==> src/rtl/dna_pkg.sv <==
// Shared types and constants for the device-DNA readout controller.
package dna_pkg;

    localparam int DNA_LENGTH_DEF = 57;

    // Value the simulation model of the DNA primitive shifts out.
    localparam logic [56:0] DNA_SIM_VALUE = 57'h123456789abcdef;

    typedef enum logic [1:0] {
        IDLE  = 2'd0,
        LOAD  = 2'd1,
        SHIFT = 2'd2,
        DONE  = 2'd3
    } state_e;

endpackage

==> src/rtl/dna_port_ctrl_if.sv <==
// Requester-facing bundle: level req in, one-cycle ack plus DNA word and status out.
interface dna_port_ctrl_if
    import dna_pkg::*;
#(
    parameter int N_REQ      = 2,
    parameter int DNA_LENGTH = DNA_LENGTH_DEF
);
    logic [N_REQ-1:0]      req;
    logic [N_REQ-1:0]      ack;
    logic [DNA_LENGTH-1:0] dna;
    logic                  dna_valid;
    logic                  busy;

    modport master (output req, input ack, dna, dna_valid, busy);
    modport slave  (input req, output ack, dna, dna_valid, busy);
endinterface

==> src/rtl/rr_arbiter.sv <==
// Round-robin arbiter: one-hot grant among req_i, last winner drops to lowest priority.
// Latency: grant is combinational; priority pointer advances on the clock when update_i is high.
// Backpressure: none, a grant is only committed when the caller strobes update_i.
module rr_arbiter #(
    parameter int N_REQ = 2
) (
    input  logic             clock,
    input  logic             reset,
    input  logic [N_REQ-1:0] req_i,
    input  logic             update_i,
    output logic [N_REQ-1:0] grant_o
);
    localparam int IW = (N_REQ > 1) ? $clog2(N_REQ) : 1;

    logic [IW-1:0] prio_q, prio_d;
    logic [IW-1:0] win;
    logic          found;

    // First pass searches from the priority pointer upward, second pass wraps to index 0.
    always_comb begin
        win   = '0;
        found = 1'b0;
        for (int i = 0; i < N_REQ; i++) begin
            if (!found && req_i[i] && (i >= int'(prio_q))) begin
                found = 1'b1;
                win   = IW'(i);
            end
        end
        for (int i = 0; i < N_REQ; i++) begin
            if (!found && req_i[i]) begin
                found = 1'b1;
                win   = IW'(i);
            end
        end
        grant_o = found ? (N_REQ'(1) << win) : '0;
        prio_d  = prio_q;
        if (update_i && found) begin
            prio_d = (win == IW'(N_REQ - 1)) ? '0 : win + 1'b1;
        end
    end

    always_ff @(posedge clock) begin
        if (!reset) begin
            prio_q <= '0;
        end else begin
            prio_q <= prio_d;
        end
    end

endmodule

==> src/rtl/dna_port_ctrl.sv <==
// Arbitrated reader of the device DNA primitive; DNA_PORT_CTRL_CACHE_EN serves repeat requests from the stored word.
// Latency: fresh read acks 2 + 2*DNA_LENGTH + 1 cycles after grant; a cached serve acks the next cycle.
// Backpressure: requests are levels held until ack; new requests wait in IDLE until the current read ends.
module dna_port_ctrl
    import dna_pkg::*;
#(
    parameter int DNA_LENGTH = DNA_LENGTH_DEF,
    parameter int N_REQ      = 2
) (
    input  logic            clock,
    input  logic            reset,
    dna_port_ctrl_if.slave  bus,
    output logic            dna_clk,
    output logic            dna_read,
    output logic            dna_shift,
    input  logic            dna_dout
);
`ifdef DNA_PORT_CTRL_CACHE_EN
    localparam bit CacheEn = 1'b1;
`else
    localparam bit CacheEn = 1'b0;
`endif

    localparam int CW = $clog2(2 * DNA_LENGTH + 1);

    state_e                state_q, state_d;
    logic [CW-1:0]         cnt_q, cnt_d;
    logic [N_REQ-1:0]      gnt_q, gnt_d;
    logic [N_REQ-1:0]      ack_q, ack_d;
    logic [N_REQ-1:0]      req_m, arb_gnt;
    logic [DNA_LENGTH-1:0] sr_q, sr_d;
    logic [DNA_LENGTH-1:0] dna_q, dna_d;
    logic                  dna_valid_q, dna_valid_d;
    logic                  clk_q, clk_d;
    logic                  rd_q, rd_d;
    logic                  sh_q, sh_d;
    logic                  arb_upd;
    logic                  cache_hit;

    // A requester still holding req in its ack cycle must not be served twice.
    assign req_m     = bus.req & ~ack_q;
    assign cache_hit = CacheEn && dna_valid_q;

    rr_arbiter #(.N_REQ(N_REQ)) u_arb (
        .clock    (clock),
        .reset    (reset),
        .req_i    (req_m),
        .update_i (arb_upd),
        .grant_o  (arb_gnt)
    );

    always_comb begin
        state_d     = state_q;
        cnt_d       = cnt_q;
        gnt_d       = gnt_q;
        ack_d       = '0;
        sr_d        = sr_q;
        dna_d       = dna_q;
        dna_valid_d = dna_valid_q;
        arb_upd     = 1'b0;
        case (state_q)
            IDLE: begin
                if (|req_m) begin
                    arb_upd = 1'b1;
                    gnt_d   = arb_gnt;
                    if (cache_hit) begin
                        ack_d = arb_gnt;
                    end else begin
                        state_d = LOAD;
                        cnt_d   = '0;
                    end
                end
            end
            LOAD: begin
                if (cnt_q == CW'(1)) begin
                    state_d = SHIFT;
                    cnt_d   = '0;
                end else begin
                    cnt_d = cnt_q + 1'b1;
                end
            end
            SHIFT: begin
                // DOUT is stable while the primitive clock is low.
                if (!clk_q) begin
                    sr_d = {sr_q[DNA_LENGTH-2:0], dna_dout};
                end
                if (cnt_q == CW'(2 * DNA_LENGTH - 1)) begin
                    state_d     = DONE;
                    cnt_d       = '0;
                    dna_d       = sr_d;
                    dna_valid_d = 1'b1;
                    ack_d       = gnt_q;
                end else begin
                    cnt_d = cnt_q + 1'b1;
                end
            end
            DONE:    state_d = IDLE;
            default: state_d = IDLE;
        endcase
        // Each phase restarts its counter at 0, so the primitive clock enters low and toggles continuously.
        clk_d = ((state_d == LOAD) || (state_d == SHIFT)) && cnt_d[0];
        rd_d  = (state_d == LOAD);
        sh_d  = (state_d == SHIFT);
    end

    always_ff @(posedge clock) begin
        if (!reset) begin
            state_q     <= IDLE;
            cnt_q       <= '0;
            gnt_q       <= '0;
            ack_q       <= '0;
            sr_q        <= '0;
            dna_q       <= '0;
            dna_valid_q <= 1'b0;
            clk_q       <= 1'b0;
            rd_q        <= 1'b0;
            sh_q        <= 1'b0;
        end else begin
            state_q     <= state_d;
            cnt_q       <= cnt_d;
            gnt_q       <= gnt_d;
            ack_q       <= ack_d;
            sr_q        <= sr_d;
            dna_q       <= dna_d;
            dna_valid_q <= dna_valid_d;
            clk_q       <= clk_d;
            rd_q        <= rd_d;
            sh_q        <= sh_d;
        end
    end

    assign bus.ack       = ack_q;
    assign bus.dna       = dna_q;
    assign bus.dna_valid = dna_valid_q;
    assign bus.busy      = (state_q != IDLE);
    assign dna_clk       = clk_q;
    assign dna_read      = rd_q;
    assign dna_shift     = sh_q;

endmodule

==> src/flat_wrapper.sv <==
// flat-port wrapper written by rule: the top's interface ports become plain ports
module dna_port_ctrl_flat import dna_pkg::*;
#(
    parameter int DNA_LENGTH = DNA_LENGTH_DEF,
    parameter int N_REQ      = 2
)
  (clock, reset, dna_clk, dna_read, dna_shift, dna_dout, bus_req, bus_ack, bus_dna, bus_dna_valid, bus_busy);
  dna_port_ctrl_if #(.N_REQ(N_REQ), .DNA_LENGTH(DNA_LENGTH)) bus_i ();
  input  logic clock;
  input  logic reset;
  output logic dna_clk;
  output logic dna_read;
  output logic dna_shift;
  input  logic dna_dout;
  input wire logic [$bits(bus_i.req)-1:0] bus_req;
  output wire logic [$bits(bus_i.ack)-1:0] bus_ack;
  output wire logic [$bits(bus_i.dna)-1:0] bus_dna;
  output wire logic [$bits(bus_i.dna_valid)-1:0] bus_dna_valid;
  output wire logic [$bits(bus_i.busy)-1:0] bus_busy;
  assign bus_i.req = bus_req;
  assign bus_ack = bus_i.ack;
  assign bus_dna = bus_i.dna;
  assign bus_dna_valid = bus_i.dna_valid;
  assign bus_busy = bus_i.busy;
  dna_port_ctrl #(.DNA_LENGTH(DNA_LENGTH), .N_REQ(N_REQ)) u_core (.clock(clock), .reset(reset), .bus(bus_i), .dna_clk(dna_clk), .dna_read(dna_read), .dna_shift(dna_shift), .dna_dout(dna_dout));
endmodule
==> config.mk <==
export PLATFORM = sky130hd
export DESIGN_NAME = dna_port_ctrl_flat
export DESIGN_NICKNAME = d
export VERILOG_FILES = /design/src/rtl/dna_pkg.sv /design/src/rtl/dna_port_ctrl_if.sv /design/src/rtl/rr_arbiter.sv /design/src/rtl/dna_port_ctrl.sv /design/src/flat_wrapper.sv
export SDC_FILE = /design/constraint.sdc
export NUM_CORES = 1
export LEC_CHECK = 0
export BUFFER_PORTS_ARGS = -buffer_cell sky130_fd_sc_hd__buf_2
export CAP_MARGIN = 10
export CORE_MARGIN = 4
export CORE_UTILIZATION = 63
export CTS_BUF_LIST = sky130_fd_sc_hd__clkbuf_2
export DETAILED_ROUTE_END_ITERATION = 6
export MAX_ROUTING_LAYER = met4
export PLACE_DENSITY = 0.86
export SLEW_MARGIN = 0
export SYNTH_ARGS = -nofsm -noshare
export SYNTH_HDL_FRONTEND = slang
export SYNTH_SLANG_ARGS = --single-unit
==> constraint.sdc <==
create_clock -name clock -period 3.2 [get_ports clock]
set_input_delay 0.64 -clock clock [delete_from_list [all_inputs] [get_ports clock]]
set_output_delay 0.64 -clock clock [all_outputs]
set_load 0.05 [all_outputs]
==> impl_metrics.csv, run 1 <==
group,metric,value,unit
run_status,status,"complete, no violations",
floorplanning,design.core.area,8300,sq um
yosys,yosys_warnings,0,
yosys,yosysTopAreaCellShare,48.8,%
sta,finalHoldViolCount,0,
global_routing,grt_max_degree,84,
critical_path,cpMostUsedCell,"inv_1",
cells_and_area,fill_cells,616,
sta,period_needed,2.51,ns
critical_path,crit_path_end_kind,"output pin",
yosys,synthesis.nets,627,
yosys,synth_area_leader_cell,"dfxtp_1",
yosys,synth_compound_area_share,17.0,%
sta,slew_headroom,53.8,%
cells_and_area,layout_commonest_cell,"dfxtp_1",
sta,setup_tns,0,ns
power,irDropWorstVdd,0.314,mV
cells_and_area,fin_cells,779,
power,switching_share,27.7,%
detailed_routing,wl_met3,526,um
yosys,synth_area,5420,sq um
yosys,synth-edff-count,0,
cells_and_area,drive_gt1_share,18.2,%
power,internal_power,2.00,mW
clock_tree,cts_resized,0,
critical_path,cp_max_fo,6,
floorplanning,std_cell_rows,33,
global_routing,grt_use_total,22.7,%
critical_path,cp_cell_sequence,"inv_1, ha_1, inv_1, buf_2",
critical_path,critical_path_class,"reg2out",
yosys,ys.flop_type,"dfxtp_1",
clock_tree,clock-sinks,132,
global_routing,grt_pass1_wl,18200,um
detailed_routing,drc,0,
power,switchingPower,765,uW
yosys,synthArstFlopShare,0,%
clock_tree,clk_pin_slew_worst_paths,0.19,ns
sta,rsz0062_at_grt,"false",
detailed_routing,postRouteAntennaNets,0,
critical_path,slowest_stage,"dfxtp_1",
global_routing,antenna_found_initial,0,
power,seqPwrFrac,60.7,%
detailed_routing,firstDrtPassIters,6,
detailed_routing,wire_per_inst,13.9,um
job,drv_cap,0,
yosys,synthTopCellsByArea,"dfxtp_1 49%, mux2i_1 11%, nand2_1 8.6%",
power,clock_power_share,31.9,%
critical_path,cp-start-kind,"register",
place,place_ws,0.909,ns
floorplanning,num_io_pins,69,
critical_path,path_buf_inv,3,
yosys,synth_cell_types,38,
critical_path,critPathTopFamily,"buffers and inverters",
clock_tree,htree_levels,4,
detailed_routing,wl,10800,um
clock_tree,cts_tree,"done",
floorplanning,start_util,65.3,%
cells_and_area,syn_to_final_growth,10.5,%
global_routing,first_global_vias,4180,
sta,max_slew.worst_pin.slew,0.692,ns
cells_and_area,layout_common_cells,"131 x dfxtp_1, 124 x nand2_1, 69 x nor2_1",
yosys,ys_seq_area_share,48.8,%
worst_hold_path,hold_path.class,"in2reg",
sta,min_period_over_period,78.4,%
cells_and_area,diodes,0,
yosys,syn_inst,612,
yosys,synth-seq-cells,132,
detailed_routing,drt_iter0_drc,229,
sta,setup_ws,0.690,ns
critical_path,required,2.56,ns
detailed_routing,num_vias,4321,
yosys,syn_avg_cell_area,8.85,sq um
global_routing,grt_overflow,0,
detailed_routing,met1_length,4710,um
place,portBuffers,68,
critical_path,worst_path_largest_cell_delay,0.44,ns
power,combPwrFrac,7.3,%
yosys,muxShareOfSynthArea,10.7,%
power,p_leak,2.10,nW
yosys,synthSimpleGateAreaFrac,16.6,%
detailed_routing,vias_per_cell,5.55,
clock_tree,postCtsSetupRepairBufs,0,
sta,worst_clock_skew,0.0424,ns
detailed_routing,dr_wl_met2,5280,um
sta,maxSlewViolCount,0,
place,place_inst,747,
power,power,2.76,mW
yosys,synth_fa_ha_area_share,2.31,%
clock_tree,cts_buffers,17,
critical_path,cp_data_arrival_time,1.87,ns
floorplanning,fp.dieArea,10100,sq um
cells_and_area,nets,676,
floorplanning,die_h,101,um
yosys,synth_top_family_by_area,"compound AO/OA/AOI/OAI gates",
clock_tree,cts-root-buf,"clkbuf_2",
power,powerDensity,461,nW/um^2
sta,fmax,0.398,GHz
clock_tree,cts-hold-fix-buffers,0,
clock_tree,clockBufferDepth,2,
clock_tree,clk_latency,0.68,ns
sta,setup_viol,0,
floorplanning,die_w,101,um
place,dp_hpwl,7000,um
yosys,synth_xor_xnor_area_share,0,%
place,routabilityCongestion,0.821,
cells_and_area,fin_util,72.1,%
detailed_routing,top_layer,"met4",
tightest hold or removal path: cells and delay by family:
kind | cells | cell delay, ns
buffers and inverters | 1 | 0.11
and+or+nand+nor | 1 | 0.05
AOI/OAI and AO/OA | 1 | 0.05
final timing paths:
check	from	to	cells past startpoint	slack, ns
worst max-delay path	u_core.state_q[0]	bus_busy	4	0.69
worst min-delay path	dna_dout	u_core.sr_q[0]	3	0.20
worst max register to register	u_core.cnt_q[0]	u_core.bus.dna[3]	7	0.86
worst min register to register	u_core.sr_q[40]	u_core.sr_q[41]	2	0.46
power groups by stage:
stage / Sequential [mW] / Clock [mW] / Combinational [mW]
after detailed placement: 1.71 / 0 / 0.202
after global placement: 1.71 / 0 / 0.192
after floorplan: 1.71 / 0 / 0.157
after global routing: 1.68 / 0.969 / 0.222
final: 1.68 / 0.881 / 0.203
after CTS: 1.68 / 0.896 / 0.203
area by class of cell:
class / count / area, sq um / area share [%]
Inverter: 11 / 42.5 / 0.711
Clock buffer: 17 / 85.1 / 1.42
Clock inverter: 15 / 116 / 1.94
Sequential cell: 132 / 2650 / 44.2
Tap cell: 105 / 131 / 2.19
Timing Repair Buffer: 75 / 430 / 7.19
Multi-Input combinational cell: 424 / 2530 / 42.3
synthesized netlist by cell type (3+ instances only):
cell type  instances
a211oi_2           9
clkbuf_1          23
nor2_1            70
buf_4              7
ha_1              10
mux2i_1           58
buf_1              5
a211o_1            4
buf_2             10
nand2b_1           3
dfxtp_1          132
nand2_1          124
and2_1             5
inv_1             10
a211oi_1          48
nor4_1             5
a21oi_1           62
sequential cells by signal, summed over array words and instances, names as in the netlist, 2 cells and up:
register / flops
u_core.bus.ack: 2
u_core.bus.dna: 57
u_core.cnt_q: 7
u_core.gnt_q: 2
u_core.sr_q: 57
u_core.state_q: 2
cell families after synthesis:
kind of cell    Yosys count
flops                   132
fa+ha+maj                10
mux                      58
compound gates          136
simple gates            220
buf+inv                  56
per-layer routing:
layer / global-route usage, % / vias to the layer above
met5: - / -
met4: 11.2 / 0
met3: 5.88 / 32
met2: 36.8 / 115
met1: 26.1 / 1970
li1: - / 2204
stage by stage:
stage / hold WS (ns) / instance area, sq um
after CTS: 0.168 / 5990
after floorplan: 0.436 / 5420
after detailed placement: 0.448 / 5790
after global routing: 0.154 / 5990
final: 0.198 / 5990
after global placement: 0.441 / 5790
No activity file was read; power rests on OpenSTA's default activity.
==> run 2: changes to the inputs <==
ABC_AREA = 1   (was default)
CORE_UTILIZATION = 54   (was 63)
PLACE_DENSITY = 0.78   (was 0.86)
clock period = 2.1 ns   (was 3.2 ns; I/O delays follow)
==> run 2 against run 1 <==
- sequential power increased by 74%
- sequential cell count stayed put
- design area increased by 5.6%
- critical path depth unchanged
- cell count rose by 26%
- register-to-register slack worse by 0.53 ns
- clock power grew 67%
==> impl_metrics.csv, run 2 <==
group,metric,value,unit
run_status,status,"complete, no violations",
floorplanning,start_util,55.4,%
critical_path,slowest_stage,"dfxtp_2",
critical_path,path_buf_inv,3,
floorplanning,die_h,111,um
detailed_routing,drc,0,
power,irDropWorstVdd,0.692,mV
sta,fmax,0.501,GHz
job,drv_cap,0,
sta,min_period_over_period,95.1,%
floorplanning,design.core.area,10300,sq um
critical_path,cp_cell_sequence,"inv_2, ha_2, inv_1, buf_6",
critical_path,critical_path_class,"reg2out",
place,routabilityCongestion,0.840,
yosys,synth_cell_types,24,
place,portBuffers,68,
power,p_leak,2.72,nW
floorplanning,fp.dieArea,12300,sq um
critical_path,critPathTopFamily,"flip-flops",
detailed_routing,num_vias,4904,
sta,rsz0062_at_grt,"false",
sta,worst_clock_skew,0.0296,ns
detailed_routing,wl,11600,um
detailed_routing,firstDrtPassIters,4,
yosys,synth-edff-count,0,
sta,finalHoldViolCount,0,
sta,setup_tns,0,ns
cells_and_area,fill_cells,994,
cells_and_area,layout_commonest_cell,"inv_1",
sta,period_needed,2.00,ns
clock_tree,clock-sinks,132,
detailed_routing,vias_per_cell,5.01,
critical_path,required,1.68,ns
critical_path,worst_path_largest_cell_delay,0.41,ns
clock_tree,htree_levels,4,
floorplanning,num_io_pins,69,
global_routing,grt_max_degree,113,
critical_path,cp-start-kind,"register",
detailed_routing,wire_per_inst,11.8,um
yosys,synth.most_common_cell,"inv_1",
yosys,ys_seq_area_share,46.4,%
yosys,yosysTopAreaCellShare,46.4,%
yosys,synth_area,5690,sq um
yosys,synthTopCellsByArea,"dfxtp_1 46%, inv_1 10%, o21ai_0 10%",
cells_and_area,finalInstanceArea,6320,sq um
cells_and_area,syn_to_final_growth,11.0,%
yosys,synth_area_leader_cell,"dfxtp_1",
global_routing,grt_overflow,0,
clock_tree,clockBufferDepth,2,
yosys,synthArstFlopShare,0,%
sta,maxSlewViolCount,0,
clock_tree,clk_pin_slew_worst_paths,0.21,ns
power,powerDensity,911,nW/um^2
yosys,syn_avg_cell_area,7.30,sq um
power,power,5.76,mW
detailed_routing,postRouteAntennaNets,0,
floorplanning,die_w,111,um
sta,max_slew.worst_pin.slew,0.427,ns
place,dp_hpwl,7720,um
sta,setup_viol,0,
cells_and_area,drive_gt1_share,14.5,%
clock_tree,cts_tree,"done",
clock_tree,cts-root-buf,"clkbuf_2",
global_routing,grt_pass1_wl,20100,um
critical_path,r2r_slack,0.33,ns
place,place_area,6070,sq um
yosys,syn_inst,780,
critical_path,crit_path_end_kind,"output pin",
global_routing,first_global_vias,4731,
place,place_inst,946,
cells_and_area,nets,845,
floorplanning,std_cell_rows,37,
cells_and_area,layout_common_cells,"156 x inv_1, 129 x dfxtp_1, 114 x o21ai_0",
critical_path,cp_data_arrival_time,1.58,ns
clock_tree,clk_latency,0.67,ns
cells_and_area,diodes,0,
worst_hold_path,hold_path.class,"in2reg",
yosys,yosys_warnings,0,
detailed_routing,drt_iter0_drc,223,
yosys,synth-seq-cells,132,
yosys,synthesis.nets,795,
clock_tree,cts_buffers,17,
sta,slew_headroom,71.5,%
global_routing,antenna_found_initial,0,
yosys,synth_common_cells,"158 x inv_1, 132 x dfxtp_1, 114 x o21ai_0",
global_routing,grt_use_total,19.8,%
yosys,ys.flop_type,"dfxtp_1",
cells_and_area,fin_cells,979,
critical_path,cp_max_fo,5,
clock_tree,cts-hold-fix-buffers,0,
==> run 2: cell types whose count changed in the layout (fill, tap and decap cells not counted), sizes merged, moves of 19 or more <==
cell and change:
mux2i -58, inv +150, nand3 +28, nor2 -19, nand2 -21, o21ai +136, a211oi -20
==> run 2: layout make-up <==
type,instances,area (sq um),area share (%)
flip-flops and latches,132,2650,41.9
multi-input cells,437,2200,34.8
inverters,162,609,9.64
repair buffers,80,469,7.42
well taps,136,170,2.69
clock inverters,14,138,2.18
clock buffers,18,90.1,1.42
==> run 2: metrics by stage <==
step	hold slack (ns)	util [%]	worst slack, ns
finish	0.0863	61.5	0.103
global route	0.0475	61.5	0.00505
floorplan	0.408	-	0.331
detailed placement	0.432	59.0	0.358
global placement	0.424	59.0	0.463
CTS	0.0312	61.5	0.0545
==> run 2: per-layer routing <==
layer | routed length (um) | track usage (%) | vias up
li1 | - | - | 2582
met1 | 5560 | 23.0 | 2210
met2 | 5330 | 33.4 | 92
met3 | 470 | 4.59 | 20
met4 | 213 | 7.39 | 0
met5 | 0 | - | -
==> run 2: worst min-delay path, cell delays in order <==
cell	delay (ns)
buf_2	0.13
inv_2	0.14
a21oi_1	0.05
==> run 2: timing repair <==
| action | in CTS | in global routing |
|---|---|---|
| buffers inserted | 1 | 0 |
| hold endpoints to repair | 0 | 0 |
| endpoints found under the setup margin | 2 | 0 |
| gates resized for setup | 7 | 0 |
==> run 2: cell families (layout without fill, tap and decap cells) <==
kind of cell,count (synthesis),in the layout,share of synthesized area (%)
simple gates,187,187,13.3
compound gates,240,240,22.9
buf+inv,211,274,15.2
flops,132,132,46.4
fa+ha+maj,10,10,2.20
==> run 2: report_power, final <==
group | total, mW | switching (mW) | internal (mW)
sequential | 2.93 | 0.169 | 2.76
combinational | 1.36 | 0.935 | 0.429
clock | 1.47 | 0.930 | 0.538
total | 5.76 | 2.03 | 3.72
==> run 2: final timing paths <==
kind,from,to,cells past startpoint
max reg2reg,u_core.cnt_q[0],u_core.dna_clk,10
min reg2reg,u_core.gnt_q[0],u_core.bus.ack[0],2
min,reset,u_core.u_arb.prio_q,3
max,u_core.state_q[1],bus_busy,4
